**config.mk**
```make
export PLATFORM = sky130hd
export DESIGN_NAME = jstk_spi_slave
export DESIGN_NICKNAME = d
export VERILOG_FILES = /design/src/rtl/jstk_pkg.sv /design/src/rtl/jstk_sync_edge.sv /design/src/rtl/jstk_spi_slave.sv
export SDC_FILE = /design/constraint.sdc
export NUM_CORES = 1
export LEC_CHECK = 0
export CAP_MARGIN = 20
export CORE_MARGIN = 2
export CORE_UTILIZATION = 40
export DETAILED_ROUTE_END_ITERATION = 7
export SYNTH_ARGS = -nofsm -noshare
export SYNTH_HDL_FRONTEND = slang
export SYNTH_HIERARCHICAL = 1
export SYNTH_SLANG_ARGS = --single-unit
export TNS_END_PERCENT = 20
```
**constraint.sdc**
```tcl
create_clock -name CLK -period 7.9 [get_ports CLK]
set_input_delay 1.975 -clock CLK [delete_from_list [all_inputs] [get_ports CLK]]
set_output_delay 1.975 -clock CLK [all_outputs]
set_load 0.05 [all_outputs]
```
**src/rtl/jstk_pkg.sv**
```systemverilog
// rtl/jstk_pkg.sv - shared types and constants for the PmodJSTK master and slave blocks
// Contents: state encoding, LED command opcode, default frame length in bytes.
package jstk_pkg;

   typedef enum logic {
      IDLE   = 1'b0,
      ACTIVE = 1'b1
   } jstkState_t;

   // Byte 0 of a command frame with this upper 6-bit opcode carries LED bits in [1:0].
   localparam logic [5:0] LED_CMD_OP = 6'b100000;

   localparam int DEFAULT_BYTES = 5;

endpackage

```
**src/rtl/jstk_sync_edge.sv**
```systemverilog
// rtl/jstk_sync_edge.sv - multi-stage pin synchronizer with registered rise/fall strobes
// Ports:
//   CLK, RST  system clock, asynchronous active-high reset
//   pin       asynchronous input pin
//   syncOut   synchronized level (STAGES cycles behind pin)
//   rise/fall one-cycle strobes, STAGES+1 cycles behind the pin edge
module jstk_sync_edge #(
   parameter int   STAGES    = 2,
   parameter logic RESET_VAL = 1'b0
) (
   input  logic CLK,
   input  logic RST,
   input  logic pin,
   output logic syncOut,
   output logic rise,
   output logic fall
);

   logic [STAGES-1:0] chain;
   logic [STAGES:0]   warm;
   logic              prev;

   // The warm-up chain holds the strobes off until both the synchronized level and
   // the edge register carry real pin samples. Without it, a pin sitting at the
   // opposite of RESET_VAL when reset releases would fake an edge.
   always_ff @(posedge CLK or posedge RST) begin
      if (RST) begin
         chain <= {STAGES{RESET_VAL}};
         warm  <= '0;
         prev  <= RESET_VAL;
         rise  <= 1'b0;
         fall  <= 1'b0;
      end else begin
         chain <= {chain[STAGES-2:0], pin};
         warm  <= {warm[STAGES-1:0], 1'b1};
         prev  <= chain[STAGES-1];
         rise  <= warm[STAGES] &  chain[STAGES-1] & ~prev;
         fall  <= warm[STAGES] & ~chain[STAGES-1] &  prev;
      end
   end

   assign syncOut = chain[STAGES-1];

endmodule

```
**src/rtl/jstk_spi_slave.sv**
```systemverilog
// rtl/jstk_spi_slave.sv - SPI mode-0 responder emulating the PmodJSTK 5-byte frame protocol
// Ports:
//   CLK, RST         system clock, asynchronous active-high reset
//   SCLK, MOSI, SS   asynchronous SPI pins from the master (SS active low)
//   MISO, MISO_OE    serial response and pad enable
//   TXDATA           response frame, byte 0 in the top byte, sampled at SS fall
//   RXDATA, RXVALID  last good command frame and its one-cycle update pulse
//   FRAMEERR         one-cycle pulse for a short or overlong frame
//   BUSY             high while a frame is active
//   LED              LED command state, only with JSTK_SLV_LEDCMD_EN defined
module jstk_spi_slave
   import jstk_pkg::*;
#(
   parameter int BYTES       = DEFAULT_BYTES,
   parameter int SYNC_STAGES = 2
) (
   input  logic              CLK,
   input  logic              RST,
   input  logic              SCLK,
   input  logic              MOSI,
   input  logic              SS,
   output logic              MISO,
   output logic              MISO_OE,
   input  logic [8*BYTES-1:0] TXDATA,
   output logic [8*BYTES-1:0] RXDATA,
   output logic              RXVALID,
   output logic              FRAMEERR,
   output logic              BUSY
`ifdef JSTK_SLV_LEDCMD_EN
   ,
   output logic [1:0]        LED
`endif
);

   localparam int FW = 8 * BYTES;
   localparam logic [6:0] CNT_FULL = 7'(FW);
   localparam logic [6:0] CNT_OVR  = 7'(FW + 1);

   logic ssSync, ssRise, ssFall;
   logic sclkSync, sclkRise, sclkFall;
   logic mosiSync, mosiRise, mosiFall;
   logic unusedSync;

   jstk_sync_edge #(.STAGES(SYNC_STAGES), .RESET_VAL(1'b1)) ssSyncInst (
      .CLK(CLK), .RST(RST), .pin(SS),
      .syncOut(ssSync), .rise(ssRise), .fall(ssFall)
   );

   jstk_sync_edge #(.STAGES(SYNC_STAGES), .RESET_VAL(1'b0)) sclkSyncInst (
      .CLK(CLK), .RST(RST), .pin(SCLK),
      .syncOut(sclkSync), .rise(sclkRise), .fall(sclkFall)
   );

   jstk_sync_edge #(.STAGES(SYNC_STAGES), .RESET_VAL(1'b0)) mosiSyncInst (
      .CLK(CLK), .RST(RST), .pin(MOSI),
      .syncOut(mosiSync), .rise(mosiRise), .fall(mosiFall)
   );

   // Only the strobes of SS/SCLK and the level of MOSI are consumed.
   assign unusedSync = ^{ssSync, sclkSync, mosiRise, mosiFall};

   jstkState_t state, nextState;
   logic [FW-1:0] txShift;
   logic [FW-1:0] rxShift;
   logic [6:0]    bitCnt;

   always_ff @(posedge CLK or posedge RST) begin
      if (RST) begin
         state <= IDLE;
      end else begin
         state <= nextState;
      end
   end

   always_comb begin
      nextState = state;
      case (state)
         IDLE:   if (ssFall) nextState = ACTIVE;
         ACTIVE: if (ssRise) nextState = IDLE;
      endcase
   end

   // SS strobes take priority: an SCLK strobe landing in the same cycle as an SS
   // edge is dropped.
   always_ff @(posedge CLK or posedge RST) begin
      if (RST) begin
         txShift  <= '0;
         rxShift  <= '0;
         bitCnt   <= '0;
         RXDATA   <= '0;
         RXVALID  <= 1'b0;
         FRAMEERR <= 1'b0;
`ifdef JSTK_SLV_LEDCMD_EN
         LED      <= 2'b00;
`endif
      end else begin
         RXVALID  <= 1'b0;
         FRAMEERR <= 1'b0;
         case (state)
            IDLE: begin
               if (ssFall) begin
                  txShift <= TXDATA;
                  rxShift <= '0;
                  bitCnt  <= '0;
               end
            end
            ACTIVE: begin
               if (ssRise) begin
                  if (bitCnt == CNT_FULL) begin
                     RXDATA  <= rxShift;
                     RXVALID <= 1'b1;
`ifdef JSTK_SLV_LEDCMD_EN
                     if (rxShift[FW-1:FW-6] == LED_CMD_OP) begin
                        LED <= rxShift[FW-7:FW-8];
                     end
`endif
                  end else begin
                     FRAMEERR <= 1'b1;
                  end
               end else begin
                  if (sclkRise) begin
                     rxShift <= {rxShift[FW-2:0], mosiSync};
                     // Saturating at FW+1 keeps any overrun distinguishable from a full frame.
                     if (bitCnt != CNT_OVR) begin
                        bitCnt <= bitCnt + 7'd1;
                     end
                  end
                  if (sclkFall) begin
                     txShift <= {txShift[FW-2:0], 1'b0};
                  end
               end
            end
         endcase
      end
   end

   // Zero fill on shifting means an overrun master clocks in zeros past the frame.
   assign MISO    = txShift[FW-1];
   assign BUSY    = (state == ACTIVE);
   assign MISO_OE = (state == ACTIVE);

endmodule

```
## Word-level counts from Yosys, hierarchy flattened

Cells that the tools add are included.
Widths: inputs -> output; s select.

- Input bits: 45
- Register bits: 148
- Output and inout bits: 45
- Logic and storage cells: 65

- Bitwise logic cells: 13
- Equality and inequality tests: 7
- Add/subtract/negate cells: 1
- Reduce and logical (&&, ||, !) cells: 4
- Multiplexer cells: 22

Operators by type and width:

| kind | count |
|---|---|
| $mux 40 | 6 |
| $pmux 40 s2 | 2 |
| $mux 7 | 4 |
| $pmux 7 s2 | 1 |
| $reduce_and 3->1 | 3 |
| $and 1x1->1 | 8 |
| $mux 1 | 8 |
| $ne 2x1->1 const B | 4 |
| $add 7x1->7 const B | 1 |
| $eq 7x6->1 const B | 1 |
| $ne 7x6->1 const B | 1 |
| $not 1->1 | 5 |
| $reduce_and 4->1 | 1 |
| $ne 2x2->1 const B | 1 |
| $pmux 1 s2 | 1 |

## Logic depth before layout (Yosys ltp)

Gate-level depths: netlist of the first run.

- Depth in word-level cells: 5
- Depth in mapped cells: 7
- Mapped depth without buffers: 6

## Hierarchy

The synthesis of the first run kept the hierarchy.

Modules (own cells, without submodules):

| module | area each (µm²) | times used | sequential area each (µm²) | cells each |
|---|---|---|---|---|
| jstk_spi_slave | 5462.7 | 1 | 3253.1 | 406 |
| jstk_sync_edge (mosiSyncInst ...) | 225.2 | 2 | 200.2 | 12 |
| jstk_sync_edge (ssSyncInst) | 229.0 | 1 | 203.9 | 12 |

## Worst setup path before layout of the first run

No wires, ideal clock.

- Path kind: flip-flop to output port
- From: reg state, in the netlist BUSY
- To: out MISO_OE
- Arrival time: 0.973 ns
- Data required time: 5.925 ns
- Stages on the path, launching flop included: 2
- Path buffers: 1
- Slack: 4.952 ns
- Cells stage by stage: dfrtp_1 > buf_4

RTL lines:

| item | RTL line | source |
|---|---|---|
| start: declaration | jstk_spi_slave.sv:62 | `jstkState_t state, nextState;` |
| start signal: assignment | jstk_spi_slave.sv:71 | `state <= nextState;` |
| end: declaration | jstk_spi_slave.sv:23 | `output logic MISO_OE,` |

No word-level cell between the ends.

## Worst setup path after layout of the first run

- From: reg state, in the netlist BUSY
- To: out MISO_OE

No word-level cell between the ends.

==> reports/metrics.csv, run 1 <==
stage,metric,value,unit
status,status,completed,
clock_network,CTS Buf Count,17,
worst_setup_path,"slowest stage delay, CP",870,ps
clock_network,Sink Count,148,
pwr,Leakage Power,3.69,nW
floorplanning,io pins,90,
worst_setup_path,"Cell Chain, Critical Path",clkdlybuf4s50_1,
grt,largest net degree at the start of global routing,86,
floorplanning,core area,14500,sq um
sta,Final setup viols,0,
clock_network,clk_lat worst skew,420,ps
pwr,"Power, Total",2.02,mW
grt,global-route wire length before repair,18800,um
clock_network,post-CTS setup buffers,0,
clock_network,H-tree depth,4,
run,Max Cap Violations,0,
worst_setup_path,crit path kind,reg -> out,
worst_hold_path,HP Class,reg -> reg,
grt,Total GRT Usage,14.8,%
sta,Least-Margin Pin Slew,948,ps
floorplanning,Placement Rows,44,
worst_setup_path,crit path launch type,flip-flop,
final_layout,Antenna Cells,0,
final_layout,nets@finish,567,
sta,unrepaired setup endpoints after global routing,false,
yosys,Post-Syn Area,5970,sq um
sta,Setup Skew,6.89,ps
pwr,VDD IR max,0.138,mV
sta,"Hold Vio Cnt, Final",0,
worst_setup_path,"CP delay by family, top",buffers and inverters,
drt,DRC,0,
placement,Post-Place Worst Slack,3960,ps
grt,total grt overflow,0,
sta,post-layout minimum cycle time,3830,ps
worst_setup_path,worst-path fanout max,13,
sta,post-route setup slack,4070,ps
worst_setup_path,r2r setup slk,5080,ps
yosys,Synth Instances,433,
sta,Rel. slew slack,36.8,%
placement,Port Buf Inserts,89,
clock_network,hold_buf cts,0,
worst_setup_path,CP Buf/Inv Count,1,
placement,gpl congestion,0.711,
floorplanning,Die Height,126,um
yosys,Yosys warning total,6,
drt,initial DRC count,184,
sta,setup total negative slack,0,ps
sta,Final Max Slew Viols,0,
final_layout,Area Overhead vs Synth,27.7,%
pwr,pwr dens,265,nW/um^2
worst_setup_path,crit path max-delay cell type,clkdlybuf4s50_1,
worst_setup_path,CP required,5930,ps
yosys,syn_area_per_cell,13.8,sq um
yosys,syn nets,481,
sta,Fmax achieved,261,MHz
clock_network,CTS tree,built,
drt,Vias/cell,5.00,
floorplanning,full die area,15900,sq um
clock_network,"CTS clk-pin slew, worst paths",60,ps
floorplanning,Die Wd,126,um
drt,DR pass1 iterations,4,
grt,vias in the first global route,3708,
placement,Placed Cells,681,
drt,routed via count,3572,
worst_setup_path,crit end category,primary output,
drt,total wire length,11100,um
placement,half-perimeter wire length after detailed placement,6920,um
clock_network,Resized Gates After CTS,0,
sta,period utilization,48.4,%
clock_network,Root Buffer,clkbuf_16,
drt,routed len/inst,15.5,um
floorplanning,Initial Util,41.1,%
final_layout,layout cells sized above 1,16.6,%
grt,initial antenna violation count,0,
drt,DRT antenna net count,0,
worst_setup_path,worst path arrival time,1850,ps
final_layout,Finished Layout Cells,715,
clock_network,CTS max path bufs,2,
[cell type report]
| cell class | instances | area, sq um |
|---|---|---|
| Timing Repair Buffer | 95 | 981 |
| Tap cell | 184 | 230 |
| Fill cell | 1268 | 6910 |
| Clock inverter | 9 | 129 |
| Clock buffer | 22 | 464 |
| Inverter | 10 | 42.5 |
| Multi-Input combinational cell | 247 | 2070 |
| Sequential cell | 148 | 3710 |
[final timing paths]
path / cells past startpoint / from / endpoint
hold / removal: 0 / sclkSyncInst/warm[0] / sclkSyncInst/warm[1]
min in group asynchronous: 2 / RST / mosiSyncInst/chain[0]
setup reg to reg: 6 / BUSY / bitCnt[6]
max in group asynchronous: 4 / RST / RXDATA[17]
setup / recovery: 1 / BUSY / MISO_OE
hold reg to reg: 0 / sclkSyncInst/warm[0] / sclkSyncInst/warm[1]
[stage by stage]
step / util [%] / hold WS, ps / area [sq um]
floorplan: - / 331 / 5970
global placement: 47.9 / 332 / 6970
detailed placement: 47.9 / 336 / 6970
CTS: 52.0 / 349 / 7560
global route: 52.5 / 357 / 7630
finish: 52.5 / 347 / 7630
[cell usage in the layout (no fill, tap or decap), types with 3 or more instances in the layout]
cell	count
nand3_1	4
clkbuf_16	17
dfrtp_1	144
bufinv_16	3
and3b_1	4
ha_1	3
o21ai_0	44
clkbuf_1	3
inv_1	9
clkinv_2	3
nand2_1	44
a22o_1	42
clkdlybuf4s50_1	89
mux2_4	39
buf_4	3
mux2i_1	39
dfstp_2	3
a21o_1	3
[report_power, final]
part	internal, mW	leakage (nW)	switching [mW]	total, mW
logic	0.127	1.44	0.149	0.275
registers	0.872	1.97	0.0704	0.942
clock network	0.510	0.286	0.292	0.802
total	1.51	3.69	0.511	2.02
[layer usage]
| layer | vias to the layer above | global-route usage [%] | share of wire [%] | routed length, um |
|---|---|---|---|---|
| met2 | 58 | 22.8 | 48 | 5290 |
| met4 | 0 | 6.40 | 1.3 | 148 |
| li1 | 1708 | - | - | - |
| met5 | - | 0 | 0 | 0 |
| met3 | 11 | 4.16 | 3.4 | 374 |
| met1 | 1795 | 19.8 | 47 | 5250 |
[flip-flops by register name (all words and copies together), names as in the netlist]
signal              flops
txShift                40
RXVALID                 1
BUSY                    1
sclkSyncInst/warm       3
RXDATA                 40
FRAMEERR                1
mosiSyncInst/chain      2
rxShift                40
ssSyncInst/rise         1
ssSyncInst/prev         1
sclkSyncInst/prev       1
ssSyncInst/chain        2
sclkSyncInst/fall       1
ssSyncInst/fall         1
bitCnt                  7
sclkSyncInst/chain      2
sclkSyncInst/rise       1
ssSyncInst/warm         3
Note: power is estimated with default switching activity, not from simulation.
==> inputs of run 2 (changes only) <==
- clock period: 7.9 -> 3.1 ns (I/O delays scaled with it)
==> run 2 against run 1 <==
Compared with the run above:
- global-route usage down 0.23 points
- critical path type unchanged
- hold slack worse by 0.66 ps
- critical path depth unchanged
- sequential share of layout area down 0.088 points
- worst setup slack worse by 3600 ps
==> reports/metrics.csv, run 2 (same netlist as run 1, synthesis figures left out) <==
stage,metric,value,unit,change
sta,post-layout minimum cycle time,2650,ps,
final_layout,area of the multi-input gates,2070,sq um,unchanged
sta,unrepaired setup endpoints after global routing,false,,
grt,largest net degree at the start of global routing,80,,-7.0%
worst_setup_path,crit path max-delay cell type,clkdlybuf4s50_1,,
drt,DRT antenna net count,0,,unchanged
grt,global-route wire length before repair,18600,um,-1.2%
drt,routed len/inst,15.0,um,-2.7%
drt,Vias/cell,5.00,,about the same
sta,Least-Margin Pin Slew,1050,ps,+98.3 ps
floorplanning,full die area,15900,sq um,unchanged
worst_setup_path,"CP delay by family, top",buffers and inverters,,
placement,half-perimeter wire length after detailed placement,6820,um,-1.5%
grt,total grt overflow,0,,unchanged
final_layout,nets@finish,568,,+0.18%
clock_network,Root Buffer,clkbuf_16,,
final_layout,Finished Layout Cells,717,,+0.28%
sta,Setup Skew,7.46,ps,+0.575 ps
worst_setup_path,R2R depth,4,,-2
floorplanning,Placement Rows,44,,unchanged
final_layout,"commonest cells after routing, fill and taps aside","dfrtp_1, clkdlybuf4s50_1, nand2_1, o21ai_0, a22o_1",,
sta,"Hold Vio Cnt, Final",0,,unchanged
clock_network,Sink Count,148,,unchanged
worst_setup_path,worst path arrival time,1880,ps,+30 ps
clock_network,hold_buf cts,0,,unchanged
final_layout,layout cells sized above 1,16.7,%,+0.13 points
placement,Placed Cells,684,,+0.44%
worst_hold_path,HP Class,reg -> reg,,
grt,initial antenna violation count,0,,unchanged
sta,period utilization,85.6,%,
final_layout,Area Overhead vs Synth,28.0,%,
sta,setup total negative slack,0,ps,unchanged
clock_network,post-CTS setup buffers,0,,unchanged
worst_setup_path,crit end category,primary output,,
clock_network,"CTS clk-pin slew, worst paths",60,ps,about the same
clock_network,H-tree depth,4,,unchanged
floorplanning,core area,14500,sq um,unchanged
worst_setup_path,worst-path fanout max,16,,+3
sta,Rel. slew slack,30.1,%,-6.7 points
drt,DR pass1 iterations,4,,unchanged
final_layout,Antenna Cells,0,,unchanged
worst_setup_path,critical path depth,1,,unchanged
worst_setup_path,"slowest stage delay, CP",880,ps,about the same
worst_setup_path,"Cell Chain, Critical Path",clkdlybuf4s50_1,,
drt,initial DRC count,212,,+15%
clock_network,CTS tree,built,,
floorplanning,Die Height,126,um,unchanged
pwr,Leakage Power,3.70,nW,+0.31%
floorplanning,io pins,90,,unchanged
drt,DRC,0,,unchanged
sta,Final Max Slew Viols,0,,unchanged
clock_network,clk_lat worst skew,410,ps,about the same
status,status,completed,,
grt,Total GRT Usage,14.6,%,-0.23 points
worst_setup_path,CP required,2320,ps,-3610 ps
clock_network,Resized Gates After CTS,0,,unchanged
floorplanning,Die Wd,126,um,unchanged
final_layout,Largest regs,"RXDATA: 40 flops, rxShift: 40 flops, txShift: 40 flops",,
drt,total wire length,10800,um,-2.4%
pwr,"Power, Total",5.23,mW,+160%
worst_setup_path,crit path kind,reg -> out,,
final_layout,"commonest non-fill, non-tap cell in the layout",dfrtp_1,,
floorplanning,Initial Util,41.1,%,unchanged
sta,post-route setup slack,446,ps,-3630 ps
clock_network,CTS Buf Count,17,,unchanged
worst_setup_path,CP Buf/Inv Count,1,,unchanged
run,Max Cap Violations,0,,unchanged
worst_setup_path,crit path launch type,flip-flop,,
sta,Fmax achieved,377,MHz,
placement,Post-Place Worst Slack,599,ps,-3360 ps
pwr,VDD IR max,0.366,mV,+170%
placement,gpl congestion,0.704,,-1.0%
final_layout,Storage cell area,3710,sq um,unchanged
clock_network,CTS max path bufs,2,,unchanged
pwr,pwr dens,685,nW/um^2,+160%
final_layout,Fill cells,1215,,-4.2%
placement,Port Buf Inserts,89,,unchanged
sta,Final setup viols,0,,unchanged
grt,vias in the first global route,3660,,-1.3%
drt,routed via count,3582,,+0.28%
worst_hold_path,Hold Path Stages,0,,unchanged
-- run 2: cell count changes in the layout (fill, tap and decap cells not counted), sizes merged --
cell	change
buf	+1
clkbuf	+1
bufinv	+1
clkinv	+1
clkinvlp	-1
inv	-1
-- run 2: final cells by class --
type                       instances  share of cell area (%)
clock buffer                      23                    6.13
clock inverter                     9                    2.00
inverter                          10                   0.540
multi-input combinational        247                    27.1
sequential                       148                    48.5
tap                              184                    3.01
timing repair buffer              96                    12.7
-- run 2: power breakdown --
| part | internal (mW) | switching (mW) | leakage [nW] |
|---|---|---|---|
| Clock | 1.39 | 0.752 | 0.305 |
| Sequential | 2.22 | 0.182 | 1.97 |
| Combinational | 0.318 | 0.368 | 1.43 |
-- run 2: path summary, 6_finish.rpt --
kind	start	to	slack (ps)
setup / recovery	BUSY	MISO_OE	450
hold / removal	sclkSyncInst/warm[0]	sclkSyncInst/warm[1]	350
hold reg to reg	sclkSyncInst/warm[0]	sclkSyncInst/warm[1]	350
max in group asynchronous	RST	RXDATA[31]	1630
setup reg to reg	BUSY	bitCnt[2]	1000
min in group asynchronous	RST	mosiSyncInst/chain[0]	660
-- run 2: routing by layer --
layer  routed length (um)  share of wire, %  track usage (%)
met4                  209               1.9             6.33
met5                    0                 0                0
met3                  348               3.2             3.57
met2                 5150                48             22.0
met1                 5080                47             20.2
-- run 2: through the flow --
| stage | hold WS [ps] | area, sq um | utilization, % |
|---|---|---|---|
| after global placement | 332 | 7000 | 48.2 |
| after CTS | 349 | 7620 | 52.4 |
| after global routing | 354 | 7640 | 52.6 |
| after detailed placement | 336 | 7000 | 48.2 |
| final | 346 | 7640 | 52.6 |
| after floorplan | 331 | 5970 | - |
